File: config.mk
export PLATFORM = sky130hd
export DESIGN_NAME = mem_stage_lsu
export DESIGN_NICKNAME = d
export VERILOG_FILES = /design/src/rtl/mem_stage_lsu.sv
export SDC_FILE = /design/constraint.sdc
export NUM_CORES = 1
export LEC_CHECK = 0
export CORE_MARGIN = 1.5
export CORE_UTILIZATION = 39
export DETAILED_ROUTE_END_ITERATION = 12
export DONT_BUFFER_PORTS = 1
export GPL_TIMING_DRIVEN = 0
export PLACE_DENSITY = 0.52
export SYNTH_ARGS = -nofsm -noshare
export SYNTH_HDL_FRONTEND = slang
export SYNTH_SLANG_ARGS = --single-unit
File: constraint.sdc
create_clock -name clk -period 1.9 [get_ports clk]
set_clock_uncertainty 0.05 [all_clocks]
set_input_delay 0.19 -clock clk [delete_from_list [all_inputs] [get_ports clk]]
set_output_delay 0.19 -clock clk [all_outputs]
set_load 0.1 [all_outputs]
File: src/rtl/mem_stage_lsu.sv
// Memory-stage load/store unit: drives a word bus with byte lanes,
// stalls the pipeline per access, extends loads, flags faults.
module mem_stage_lsu #(
    parameter int unsigned TIMEOUT_CYCLES = 16
) (
    input  logic        clk,
    input  logic        rst_n,
    input  logic [31:0] addr_M,
    input  logic [31:0] wd_M,
    input  logic [1:0]  store_sel_M,
    input  logic [2:0]  load_sel_M,
    input  logic        write_enable_dmem_M,
    input  logic        load_en_M,
    output logic        stall_M,
    output logic        bus_req,
    output logic        bus_we,
    output logic [31:0] bus_addr,
    output logic [31:0] bus_wdata,
    output logic [3:0]  bus_be,
    input  logic        bus_ready,
    input  logic [31:0] bus_rdata,
    output logic [31:0] load_data_M,
    output logic        mem_done,
    output logic        exc_misaligned,
    output logic        exc_bus_err
);

    typedef enum logic [1:0] {IDLE, REQ, DONE, ERR} state_t;

    localparam logic [7:0] CNT_MAX = 8'(TIMEOUT_CYCLES - 1);

    state_t      state;
    logic [7:0]  cnt;
    logic [1:0]  off_q;
    logic [2:0]  lsel_q;

    logic        access;
    logic        mis_store;
    logic        mis_load;
    logic        misaligned;
    logic [31:0] st_wdata;
    logic [3:0]  st_be;
    logic [31:0] rd_shift;
    logic [7:0]  rd_byte;
    logic [15:0] rd_half;
    logic [31:0] ld_ext;

    assign access     = write_enable_dmem_M | load_en_M;
    assign misaligned = write_enable_dmem_M ? mis_store : mis_load;
    assign stall_M    = (state == IDLE && access) || state == REQ;

    always_comb begin
        mis_store = 1'b1;
        case (store_sel_M)
            2'b00:   mis_store = |addr_M[1:0];
            2'b01:   mis_store = addr_M[0];
            2'b10:   mis_store = 1'b0;
            default: mis_store = 1'b1;
        endcase
    end

    always_comb begin
        mis_load = |addr_M[1:0];
        case (load_sel_M)
            3'b001, 3'b010: mis_load = addr_M[0];
            3'b011, 3'b100: mis_load = 1'b0;
            default:        mis_load = |addr_M[1:0];
        endcase
    end

    always_comb begin
        st_wdata = wd_M;
        st_be    = 4'b1111;
        case (store_sel_M)
            2'b01: begin
                st_wdata = {2{wd_M[15:0]}};
                st_be    = addr_M[1] ? 4'b1100 : 4'b0011;
            end
            2'b10: begin
                st_wdata = {4{wd_M[7:0]}};
                st_be    = 4'b0001 << addr_M[1:0];
            end
            default: ;
        endcase
    end

    // Lane select uses the address captured at issue, not the live M input.
    assign rd_shift = bus_rdata >> {off_q, 3'b000};
    assign rd_byte  = rd_shift[7:0];
    assign rd_half  = off_q[1] ? bus_rdata[31:16] : bus_rdata[15:0];

    always_comb begin
        ld_ext = bus_rdata;
        unique case (1'b1)
            lsel_q == 3'b001: ld_ext = {{16{rd_half[15]}}, rd_half};
            lsel_q == 3'b010: ld_ext = {16'h0000, rd_half};
            lsel_q == 3'b011: ld_ext = {{24{rd_byte[7]}}, rd_byte};
            lsel_q == 3'b100: ld_ext = {24'h000000, rd_byte};
            default:          ld_ext = bus_rdata;
        endcase
    end

    always_ff @(posedge clk or negedge rst_n) begin
        if (!rst_n) begin
            state          <= IDLE;
            cnt            <= 8'd0;
            off_q          <= 2'b00;
            lsel_q         <= 3'b000;
            bus_req        <= 1'b0;
            bus_we         <= 1'b0;
            bus_addr       <= 32'd0;
            bus_wdata      <= 32'd0;
            bus_be         <= 4'b0000;
            load_data_M    <= 32'd0;
            mem_done       <= 1'b0;
            exc_misaligned <= 1'b0;
            exc_bus_err    <= 1'b0;
        end else begin
            mem_done       <= 1'b0;
            exc_misaligned <= 1'b0;
            exc_bus_err    <= 1'b0;
            case (state)
                IDLE: begin
                    if (access && misaligned) begin
                        state          <= ERR;
                        exc_misaligned <= 1'b1;
                    end else if (access) begin
                        state     <= REQ;
                        cnt       <= 8'd0;
                        bus_req   <= 1'b1;
                        bus_we    <= write_enable_dmem_M;
                        bus_addr  <= {addr_M[31:2], 2'b00};
                        bus_wdata <= write_enable_dmem_M ? st_wdata : wd_M;
                        bus_be    <= write_enable_dmem_M ? st_be : 4'b1111;
                        off_q     <= addr_M[1:0];
                        lsel_q    <= load_sel_M;
                    end
                end
                REQ: begin
                    if (bus_ready) begin
                        state    <= DONE;
                        bus_req  <= 1'b0;
                        mem_done <= 1'b1;
                        if (!bus_we)
                            load_data_M <= ld_ext;
                    end else if (cnt == CNT_MAX) begin
                        state       <= ERR;
                        bus_req     <= 1'b0;
                        exc_bus_err <= 1'b1;
                    end else begin
                        cnt <= cnt + 8'd1;
                    end
                end
                DONE:    state <= IDLE;
                ERR:     state <= IDLE;
                default: state <= IDLE;
            endcase
        end
    end

endmodule

; ---- Yosys cells after proc, flatten, opt, wreduce, memory -nomap -nowiden
; Cells that the tools add are included.
[word_totals]
register_bits = 118
input_bits = 106
out_inout_bits = 106
[classes]
add_sub_neg = 1
eq_ne = 20
n_shift = 2
mux = 32
bitwise = 3
reduce_logical = 15
[ops]
columns = cell, n
row1 = $pmux 32 s4, 1
row2 = $pmux 32 s2, 1
row3 = $mux 32, 1
row4 = $mux 8, 4
row5 = $shr 32x5->8, 1
row6 = $mux 16, 1
row7 = $pmux 8 s2, 1
row8 = $eq 3x2->1 const B, 4
row9 = $mux 1, 12
row10 = $add 8x1->8 const B, 1
row11 = $eq 8x4->1 const B, 1
row12 = $mux 2, 4
row13 = $mux 4, 2
row14 = $ne 2x2->1 const B, 4
row15 = $pmux 4 s2, 1
row16 = $reduce_or 2->1, 4
row17 = $eq 2x2->1 const B, 3
row18 = $eq 3x1->1 const B, 2
row19 = $eq 3x3->1 const B, 2
row20 = $ne 3x2->1 const B, 2
row21 = $pmux 2 s3, 1
row22 = $reduce_and 3->1, 2
row23 = $reduce_and 5->1, 1
row24 = $eq 2x1->1 const B, 2
row25 = other kinds (11), 15

; ---- Logic depth before layout (Yosys ltp)
; Gate-level depths: netlist of run 1.
[logic_depth]
depth_word = 7
mapped_depth = 9
mapped_depth_nobuf = 7

; ---- Worst setup path after synthesis of run 1
; Ideal clock, no wire load.
[synth_path]
path_type = register -> output
from = register state[0]
to = output stall_M
arrival_time_ps = 1770
t_required_ps = 1660
setup_slack_ps = -110
stages_incl_launch_ff = 3
path_buffers = 0
path_cell_list = dfrtp_1 -> nor3_1 -> nor2_1
[synth_between]
elab_chain_len = 3
elab_cells_between_ends = 4
[synth_lines]
columns = element, line
row1 = from (decl), 32  ; state_t state;
row2 = from (signal assigned), 105  ; state <= IDLE;
row3 = from (signal assigned), 125  ; state <= ERR;
row4 = from (signal assigned), 128  ; state <= REQ;
row5 = $logic_not 2->1, 50  ; assign stall_M = (state == IDLE && access) || state == REQ;
row6 = $logic_and 1x1->1, 50
row7 = $logic_or 1x1->1 (*), 50
row8 = to (decl), 14  ; output logic stall_M,
; Every way passes the cells marked *; elsewhere a longest branch is shown, timed or not.

; ---- Worst setup path after layout of run 1
; Ends and elaborated chain as after synthesis.

==> flow_metrics.py, run 1 <==
metrics = {
    "run_status": {
        "status": "complete, but fails checks",
        "violations": "hold timing",
    },
    "worst_setup_path": {
        "crit_path_end_kind": "output port",
        "critPathRequiredTime_ns": 1.66,
        "path_cells": "nor3_1 > nor2_4",
        "cp-start-kind": "flip-flop",
        "critPathSlowestCell": "nor2_4",
        "reg2reg_from": "cnt[4]",
        "rrSetupSlack_ns": 0.10,
        "crit_arrival_ns": 1.59,
        "r2r_end": "cnt[5]",
        "cp_max_fo": 8,
        "reg2reg_depth": 5,
        "setup.worst_path.class": "reg -> out",
        "max_stage_delay_ns": 0.51,
    },
    "grt": {
        "grt_pass1_vias": 5658,
        "antenna_found_initial": 0,
        "grt_overflow": 0,
        "grt_max_degree": 119,
        "grt_first_pass_wirelength_um": 30000,
        "grt_usage_pct": 24.2,
    },
    "detailed_routing": {
        "drt_iter0_markers": 335,
        "viasPerCell": 5.41,
        "drtAntennaViolNets": 0,
        "dr_total_vias": 5358,
        "drc_errors": 0,
        "totalWireLength_um": 18400,
        "dr.pass1.iters": 5,
        "routedWlPerCell_um": 18.5,
    },
    "sta": {
        "maxSlewViolCount": 0,
        "setup_viol": 0,
        "period_share_pct": 96.1,
        "finalCriticalPeriod_ns": 1.83,
        "relSlewSlack_pct": 37.1,
        "holdWs_ns": -0.573,
        "fmax_mhz": 548,
        "worstMarginPinSlew_ns": 0.943,
        "rsz0062_at_grt": "no",
        "hold_viol_final": 118,
    },
    "floorplanning": {
        "core_area_um2": 14500,
        "die_h_um": 125,
        "initial_core_util_pct": 40.0,
        "dieArea_um2": 15600,
        "io_pins": 212,
        "rows": 44,
        "die_width_um": 125,
    },
    "cts": {
        "clk_latency_ns": 0.41,
        "cts_tree": "done",
        "path_clk_slew_ns": 0.05,
        "clockBufferDepth": 2,
        "cts_hold_buf": 92,
        "root_buffer": "clkbuf_16",
        "cts_buffers": 17,
        "clock-sinks": 118,
        "htreeDepth": 4,
    },
    "place": {
        "port_buffers": 0,
        "place_hpwl_um": 12600,
        "place_congestion": 0.869,
    },
    "finish": {
        "area_delta_synth_final_pct": 30.7,
        "drive_gt1_share_pct": 10.7,
        "diodes": 0,
        "post-route-util_pct": 52.3,
        "final_nets": 905,
    },
    "logic_synthesis": {
        "synth_area_per_cell_um2": 8.57,
        "yosys.area.top_type": "dfrtp_1",
        "synth-edff-count": 0,
        "synth_most_common_cell": "nand2_1",
        "synth.area.mux_share_pct": 0.538,
        "synth_cell_types": 55,
        "yosys.area_share.simple_pct": 22.1,
        "netlist_area_um2": 5810,
        "synth_top_family_by_area": "simple AND/OR/NAND/NOR gates",
        "synth.ff_latch_count": 118,
        "async_flop_share_pct": 100,
        "synth_fa_ha_area_share_pct": 1.08,
        "synth-seq-area-share_pct": 50.8,
        "synth-xor-area-share_pct": 0.732,
        "synth_top_area_share_pct": 50.8,
        "yosysWarnings": 0,
        "synth_common_cells": "185 x nand2_1, 118 x dfrtp_1, 89 x nor2_1, 53 x a21oi_1, 41 x o21ai_0",
        "synth_compound_area_share_pct": 19.5,
        "syn_inst": 678,
        "ys.flop_type": "dfrtp_1",
        "synth_area_leaders": "dfrtp_1 51%, nand2_1 12%, nor2_1 5.7%",
    },
    "run": {
        "maxCapViolations": 0,
    },
    "worst_hold_path": {
        "hold_class": "in -> async",
    },
}
==> routing by layer <==
metal | vias to the layer above | track usage (%) | part of all wire, %
li1 | 2538 | - | -
met1 | 2569 | 29.1 | 41
met2 | 214 | 40.5 | 48
met3 | 37 | 7.92 | 8.6
met4 | 0 | 9.09 | 2.3
met5 | - | 0 | 0
==> layout by cell type (no fill, tap or decap), types with 3 or more instances in the layout <==
cell type | synthesis | routed
ha_1 | 5 | 5
nand2b_1 | 4 | 4
nor3_1 | 4 | 4
o221ai_1 | 14 | 14
inv_1 | 16 | 16
nor2_1 | 89 | 85
a21o_1 | 9 | 9
o22ai_1 | 7 | 7
dlygate4sd3_1 | 0 | 92
clkinv_2 | 0 | 4
nand2_1 | 185 | 183
clkbuf_2 | 0 | 9
buf_2 | 18 | 17
buf_4 | 5 | 9
nor2b_1 | 7 | 7
clkbuf_1 | 17 | 11
nand3_1 | 6 | 6
dfrtp_1 | 118 | 117
clkbuf_8 | 0 | 3
clkbuf_16 | 0 | 17
o31ai_1 | 17 | 17
nor2_4 | 1 | 3
buf_6 | 4 | 4
a221oi_1 | 16 | 16
a21oi_1 | 53 | 53
clkinvlp_4 | 0 | 3
o21ai_0 | 41 | 41
==> what timing repair did <==
| item | 4_1_cts | 5_1_grt |
|---|---|---|
| endpoints found under the setup margin | 33 | 42 |
| gates resized for setup | 6 | 23 |
| hold endpoints to repair | 217 | 118 |
| pin swaps | 1 | 2 |
| setup buffers | 1 | 3 |
==> through the flow <==
| step | instances | setup slack [ns] | hold WS [ns] | setup TNS (ns) | instance area [um2] |
|---|---|---|---|---|---|
| floorplan | 679 | 0.0629 | -0.156 | 0 | 5820 |
| global placement | 863 | -0.211 | -0.151 | -5.62 | 6050 |
| detailed placement | 863 | -0.240 | -0.151 | -6.64 | 6050 |
| CTS | 987 | 0.000135 | -0.593 | 0 | 7520 |
| global route | 990 | 0.00309 | -0.590 | 0 | 7590 |
| finish | 990 | 0.0740 | -0.573 | 0 | 7590 |
==> worst max-delay path by stage <==
stage,start,slack [ns],to,cells past startpoint
4_1_cts,lsel_q[1],0.0001,load_data_M[6],6
6_report,state[0],0.07,stall_M,2
3_5_place_dp,bus_we,-0.24,load_data_M[13],4
5_1_grt,state[1],0.003,load_data_M[25],7
3_3_place_gp,bus_we,-0.21,load_data_M[11],4
2_1_floorplan,bus_we,0.06,load_data_M[2],5
==> layout make-up <==
cell class / count / area [um2]
inverters: 16 / 60.1
well taps: 184 / 230
clock buffers: 23 / 478
fillers: 1380 / 6940
repair buffers: 96 / 951
clock inverters: 8 / 51.3
flip-flops and latches: 118 / 2950
plain buffers: 45 / 254
multi-input cells: 500 / 2620
==> kinds of logic after synthesis <==
family / Yosys count
and+or+nand+nor: 311
AOI/OAI and AO/OA: 175
DFF: 118
buffers and inverters: 61
adders and majority gates: 5
xor gates and xnor gates: 4
muxes: 3
other: 1
==> critical path, delay by kind of cell, from the launching register on <==
kind          cells  cell delay [ns]
flops             1             0.50
simple gates      2             0.66
==> state kept, by name (all words and copies together) (netlist names) <==
register and flops:
cnt 8, bus_we 1, bus_req 1, state 2, bus_be 4, exc_misaligned 1
bus_addr 30, bus_wdata 32, lsel_q 3, mem_done 1, exc_bus_err 1, load_data_M 32
off_q 2
Power of run 1 is not shown: default switching activity piles up to over one toggle a cycle in this logic, so the estimate is an artifact.
==> inputs of run 2 (changes only) <==
Settings changed: REMOVE_ABC_BUFFERS set to 1.
==> run 2 against run 1 <==
The flow still finishes with violations (hold timing). Utilization rose by 1.8 points. First-iteration DRC count shrank 12%. Sequential share of layout area shrank 1.1 points. Critical endpoint is now load_data_M[26].
==> flow_metrics.py, run 2 (synthesis gave the netlist of run 1 again) <==
metrics = {
    "grt": {
        "antenna_found_initial": 0,
        "grt_overflow": 0,
        "grt_max_degree": 119,
        "grt_first_pass_wirelength_um": 29200,
        "grt_pass1_vias": 5526,
        "grt_usage_pct": 23.6,
    },
    "worst_setup_path": {
        "critPathSlowestCell": "dfrtp_4",
        "path_cells": "mux2i_2 > mux2_2 > nor2_2 > nor3_4 > buf_4 > a21oi_1",
        "setup.worst_path.start": "off_q[1]",
        "cp-start-kind": "flip-flop",
        "max_stage_delay_ns": 0.58,
        "crit_path_end_kind": "flip-flop",
        "reg2reg_from": "off_q[1]",
        "critical-path-top-delay-family": "flip-flops",
        "crit_end": "load_data_M[26]",
        "crit_arrival_ns": 2.14,
        "setup.worst_path.class": "reg -> reg",
        "critPathRequiredTime_ns": 2.18,
        "cp_max_fo": 19,
        "path_depth": 6,
        "r2r_end": "load_data_M[26]",
        "crit_buf_inv": 1,
        "reg2reg_depth": 6,
        "rrSetupSlack_ns": 0.04,
    },
    "sta": {
        "worstMarginPinSlew_ns": 0.961,
        "finalCriticalPeriod_ns": 1.86,
        "fmax_mhz": 537,
        "setup_viol": 0,
        "rsz0062_at_grt": "yes",
        "holdWs_ns": -0.568,
        "setup_tns_ns": 0,
        "period_share_pct": 98.0,
        "maxSlewViolCount": 0,
        "hold_viol_final": 118,
        "relSlewSlack_pct": 35.9,
    },
    "cts": {
        "clk_latency_ns": 0.41,
        "path_clk_slew_ns": 0.06,
        "htreeDepth": 4,
        "clock-sinks": 118,
        "cts_hold_buf": 94,
        "clockBufferDepth": 2,
        "cts_tree": "done",
        "root_buffer": "clkbuf_16",
        "cts_buffers": 17,
    },
    "place": {
        "port_buffers": 0,
        "place_inst": 821,
        "place_congestion": 0.817,
        "place_hpwl_um": 10900,
    },
    "floorplanning": {
        "die_h_um": 125,
        "initial_core_util_pct": 40.0,
        "io_pins": 212,
        "rows": 44,
        "die_width_um": 125,
        "core_area_um2": 14500,
        "dieArea_um2": 15600,
    },
    "run_status": {
        "violations": "hold timing",
        "status": "complete, but fails checks",
    },
    "finish": {
        "final_cell_mix": "184 x nand2_1, 111 x dfrtp_1, 94 x dlygate4sd3_1",
        "register_area_um2": 2970,
        "drive_gt1_share_pct": 11.3,
        "multi_input_area_um2": 2710,
        "diodes": 0,
        "reg_top3": "bus_wdata (32), load_data_M (32), bus_addr (30)",
        "final_common_cell": "nand2_1",
        "fin_cells": 972,
        "final_nets": 887,
        "post-route-util_pct": 54.0,
        "area_delta_synth_final_pct": 35.1,
        "nFillCells": 1328,
    },
    "detailed_routing": {
        "viasPerCell": 5.58,
        "drtAntennaViolNets": 0,
        "met3_wirelength_um": 1690,
        "drc_errors": 0,
        "dr_total_vias": 5425,
        "routedWlPerCell_um": 19.7,
        "wirelength_met1_um": 7660,
        "dr.pass1.iters": 5,
        "drt_iter0_markers": 295,
        "totalWireLength_um": 19200,
        "met2WireLength_um": 9370,
        "highest_layer": "met4",
    },
    "worst_hold_path": {
        "hold_class": "in -> async",
    },
    "run": {
        "maxCapViolations": 0,
    },
}
## run 2: changes by cell type in the layout (fill, tap and decap cells not counted), moves of 2 or more
cell / before / now
buf_4: 9 / 18
clkbuf_2: 9 / 0
buf_12: 0 / 2
buf_16: 0 / 2
dfrtp_1: 117 / 111
clkinvlp_4: 3 / 0
bufinv_16: 0 / 5
buf_2: 17 / 0
dfrtp_4: 0 / 3
buf_6: 4 / 2
dlygate4sd3_1: 92 / 94
clkbuf_16: 17 / 19
dfrtp_2: 1 / 4
clkbuf_1: 11 / 3
## run 2: worst min-delay path by stage
| stage | startpoint | depth (start not counted) | end | slack, ns |
|---|---|---|---|---|
| global placement | rst_n | 0 | load_data_M[16] | -0.15 |
| detailed placement | rst_n | 0 | load_data_M[17] | -0.15 |
| finish | rst_n | 0 | load_data_M[17] | -0.57 |
| floorplan | rst_n | 0 | bus_addr[10] | -0.16 |
| CTS | rst_n | 0 | mem_done | -0.60 |
| global route | rst_n | 0 | mem_done | -0.59 |
## run 2: stage by stage
step / instance area [um2] / setup slack [ns] / hold WS [ns]
final: 7850 / 0.0374 / -0.568
after floorplan: 5580 / -1.03 / -0.156
after detailed placement: 5880 / -1.01 / -0.152
after global placement: 5810 / -2.09 / -0.151
after global routing: 7850 / -0.0436 / -0.595
after CTS: 7630 / -0.0611 / -0.598
## run 2: layout make-up
| type | instances | area share, % |
|---|---|---|
| Sequential cell | 118 | 37.8 |
| Multi-Input combinational cell | 503 | 34.5 |
| Timing Repair Buffer | 120 | 15.8 |
| Clock buffer | 22 | 5.91 |
| Tap cell | 184 | 2.93 |
| Clock inverter | 9 | 2.22 |
| Inverter | 16 | 0.765 |
## run 2: routing by layer
metal | track usage, % | vias up
met1 | 27.6 | 2635
li1 | - | 2510
met3 | 7.87 | 30
met2 | 39.8 | 250
met5 | 0 | -
met4 | 9.89 | 0
## run 2: what timing repair did
item                                   CTS  global route
cloned                                   2             3
setup endpoints to repair               95            75
buffers inserted                        10            11
gates resized for setup                 19            16
endpoints found under the hold margin  217           118
pin swaps                                3             5
## run 2: worst reg2reg max path, delay by kind of cell, from the launching register on
kind,cells,cell delay [ns]
compound gates,1,0.15
buf+inv,1,0.17
flops,1,0.58
mux,2,0.53
simple gates,2,0.31
Power of run 2 is left out for the same reason.
==> inputs of run 3 (changes only) <==
Settings changed: CAP_MARGIN set to 30, PLACE_DENSITY 0.52 to 0.54.
Clock period 1.9 ns to 1.7 ns, I/O delays scaled along.
==> run 3 against run 2 <==
Routed wire length grew 1.5%. Worst setup slack worse by 0.10 ns. Worst hold slack worse by 0.031 ns. Die area did not move. Register-to-register slack lost 0.10 ns. The flow finishes with violations (hold timing, setup timing). First-iteration DRC count rose by 47%. Global-route usage rose by 0.61 points. Non-clock buffer count up 28. Design area up 4.8%.
==> flow_metrics.py, run 3 (synthesis gave the netlist of run 1 again) <==
metrics = {
    "place": {
        "port_buffers": 0,
        "place_congestion": 0.831,
        "place_area_um2": 5910,
        "place_hpwl_um": 10800,
    },
    "grt": {
        "grt_overflow": 0,
        "grt_pass1_vias": 5680,
        "grt_first_pass_wirelength_um": 30100,
        "antenna_found_initial": 0,
        "grt_usage_pct": 24.2,
        "grt_max_degree": 119,
    },
    "finish": {
        "design_area_um2": 8220,
        "area_delta_synth_final_pct": 41.5,
        "final_cell_mix": "180 x nand2_1, 110 x dfrtp_1, 102 x dlygate4sd3_1",
        "diodes": 0,
        "drive_gt1_share_pct": 16.4,
        "reg_top3": "bus_wdata (32), load_data_M (32), bus_addr (30)",
        "final_common_cell": "nand2_1",
        "final_nets": 914,
    },
    "cts": {
        "clk_latency_ns": 0.41,
        "htreeDepth": 4,
        "path_clk_slew_ns": 0.06,
        "clock-sinks": 118,
        "cts_tree": "done",
        "cts_buffers": 17,
        "cts_hold_buf": 102,
        "root_buffer": "clkbuf_16",
        "clockBufferDepth": 2,
    },
    "worst_setup_path": {
        "crit_arrival_ns": 2.01,
        "critPathRequiredTime_ns": 1.95,
        "crit_path_end_kind": "flip-flop",
        "cp-start-kind": "flip-flop",
        "setup.worst_path.class": "reg -> reg",
        "cp_max_fo": 6,
    },
    "floorplanning": {
        "core_area_um2": 14500,
        "dieArea_um2": 15600,
        "die_h_um": 125,
        "die_width_um": 125,
        "initial_core_util_pct": 40.0,
        "io_pins": 212,
        "rows": 44,
    },
    "sta": {
        "period_share_pct": 104,
        "fmax_mhz": 567,
        "setup_tns_ns": -0.0635,
        "finalCriticalPeriod_ns": 1.76,
        "timing.final.ws_setup_ns": -0.0635,
        "hold_viol_final": 118,
        "worstMarginPinSlew_ns": 0.983,
        "setup_viol": 1,
        "rsz0062_at_grt": "yes",
        "holdWs_ns": -0.599,
        "maxSlewViolCount": 0,
        "relSlewSlack_pct": 34.5,
    },
    "detailed_routing": {
        "drc_errors": 0,
        "totalWireLength_um": 19500,
        "dr_total_vias": 5607,
        "dr.pass1.iters": 5,
        "drt_iter0_markers": 433,
        "viasPerCell": 5.61,
        "routedWlPerCell_um": 19.5,
        "drtAntennaViolNets": 0,
    },
    "run_status": {
        "violations": "hold timing, setup timing",
        "status": "complete, but fails checks",
    },
    "run": {
        "maxCapViolations": 0,
    },
    "worst_hold_path": {
        "hold_class": "in -> async",
    },
}
-- run 3: metal layers --
metal	vias up	track usage (%)	wire, um
met1	2724	29.2	7780
li1	2567	-	-
met4	0	10.0	458
met2	283	39.7	9450
met3	33	8.22	1770
met5	-	0	0
-- run 3: worst paths after layout --
check                                  end  cells after the start  slack [ns]          start
max                                 cnt[5]                      5       -0.06         cnt[7]
min                         load_data_M[0]                      0       -0.60          rst_n
max reg2reg                         cnt[5]                      5       -0.06         cnt[7]
min reg2reg                         cnt[1]                      2        0.49         cnt[1]
max in group asynchronous         off_q[1]                      0        1.93          rst_n
min in group clk           load_data_M[13]                      2        0.01  bus_rdata[13]
-- run 3: per-stage QoR --
step	utilization (%)	setup slack, ns	instances
after floorplan	-	-1.21	634
after global placement	39.9	-2.20	818
after detailed placement	40.7	-0.998	823
after CTS	54.7	-0.0465	982
after global routing	56.6	-0.119	1000
final	56.6	-0.0635	1000
-- run 3: worst max-delay path, stage by stage, from the launching register on --
cell,delay [ns]
dfrtp_1,0.39
or4_4,0.56
o21ai_4,0.21
nor3_1,0.08
a21o_1,0.16
a32o_1,0.21
-- run 3: repair_timing --
| item | 4_1_cts | 5_1_grt |
|---|---|---|
| setup buffers | 22 | 17 |
| gates resized for setup | 38 | 37 |
| setup endpoints to repair | 104 | 77 |
| pin swaps | 7 | 6 |
| endpoints found under the hold margin | 225 | 118 |
| cloned | 3 | 1 |
-- run 3: layout make-up --
cell class | count | area [um2]
Clock buffer | 17 | 425
Inverter | 16 | 67.6
Multi-Input combinational cell | 502 | 2820
Fill cell | 1294 | 6310
Clock inverter | 15 | 191
Tap cell | 184 | 230
Sequential cell | 118 | 2980
Timing Repair Buffer | 148 | 1520
Power of run 3 is left out for the same reason.
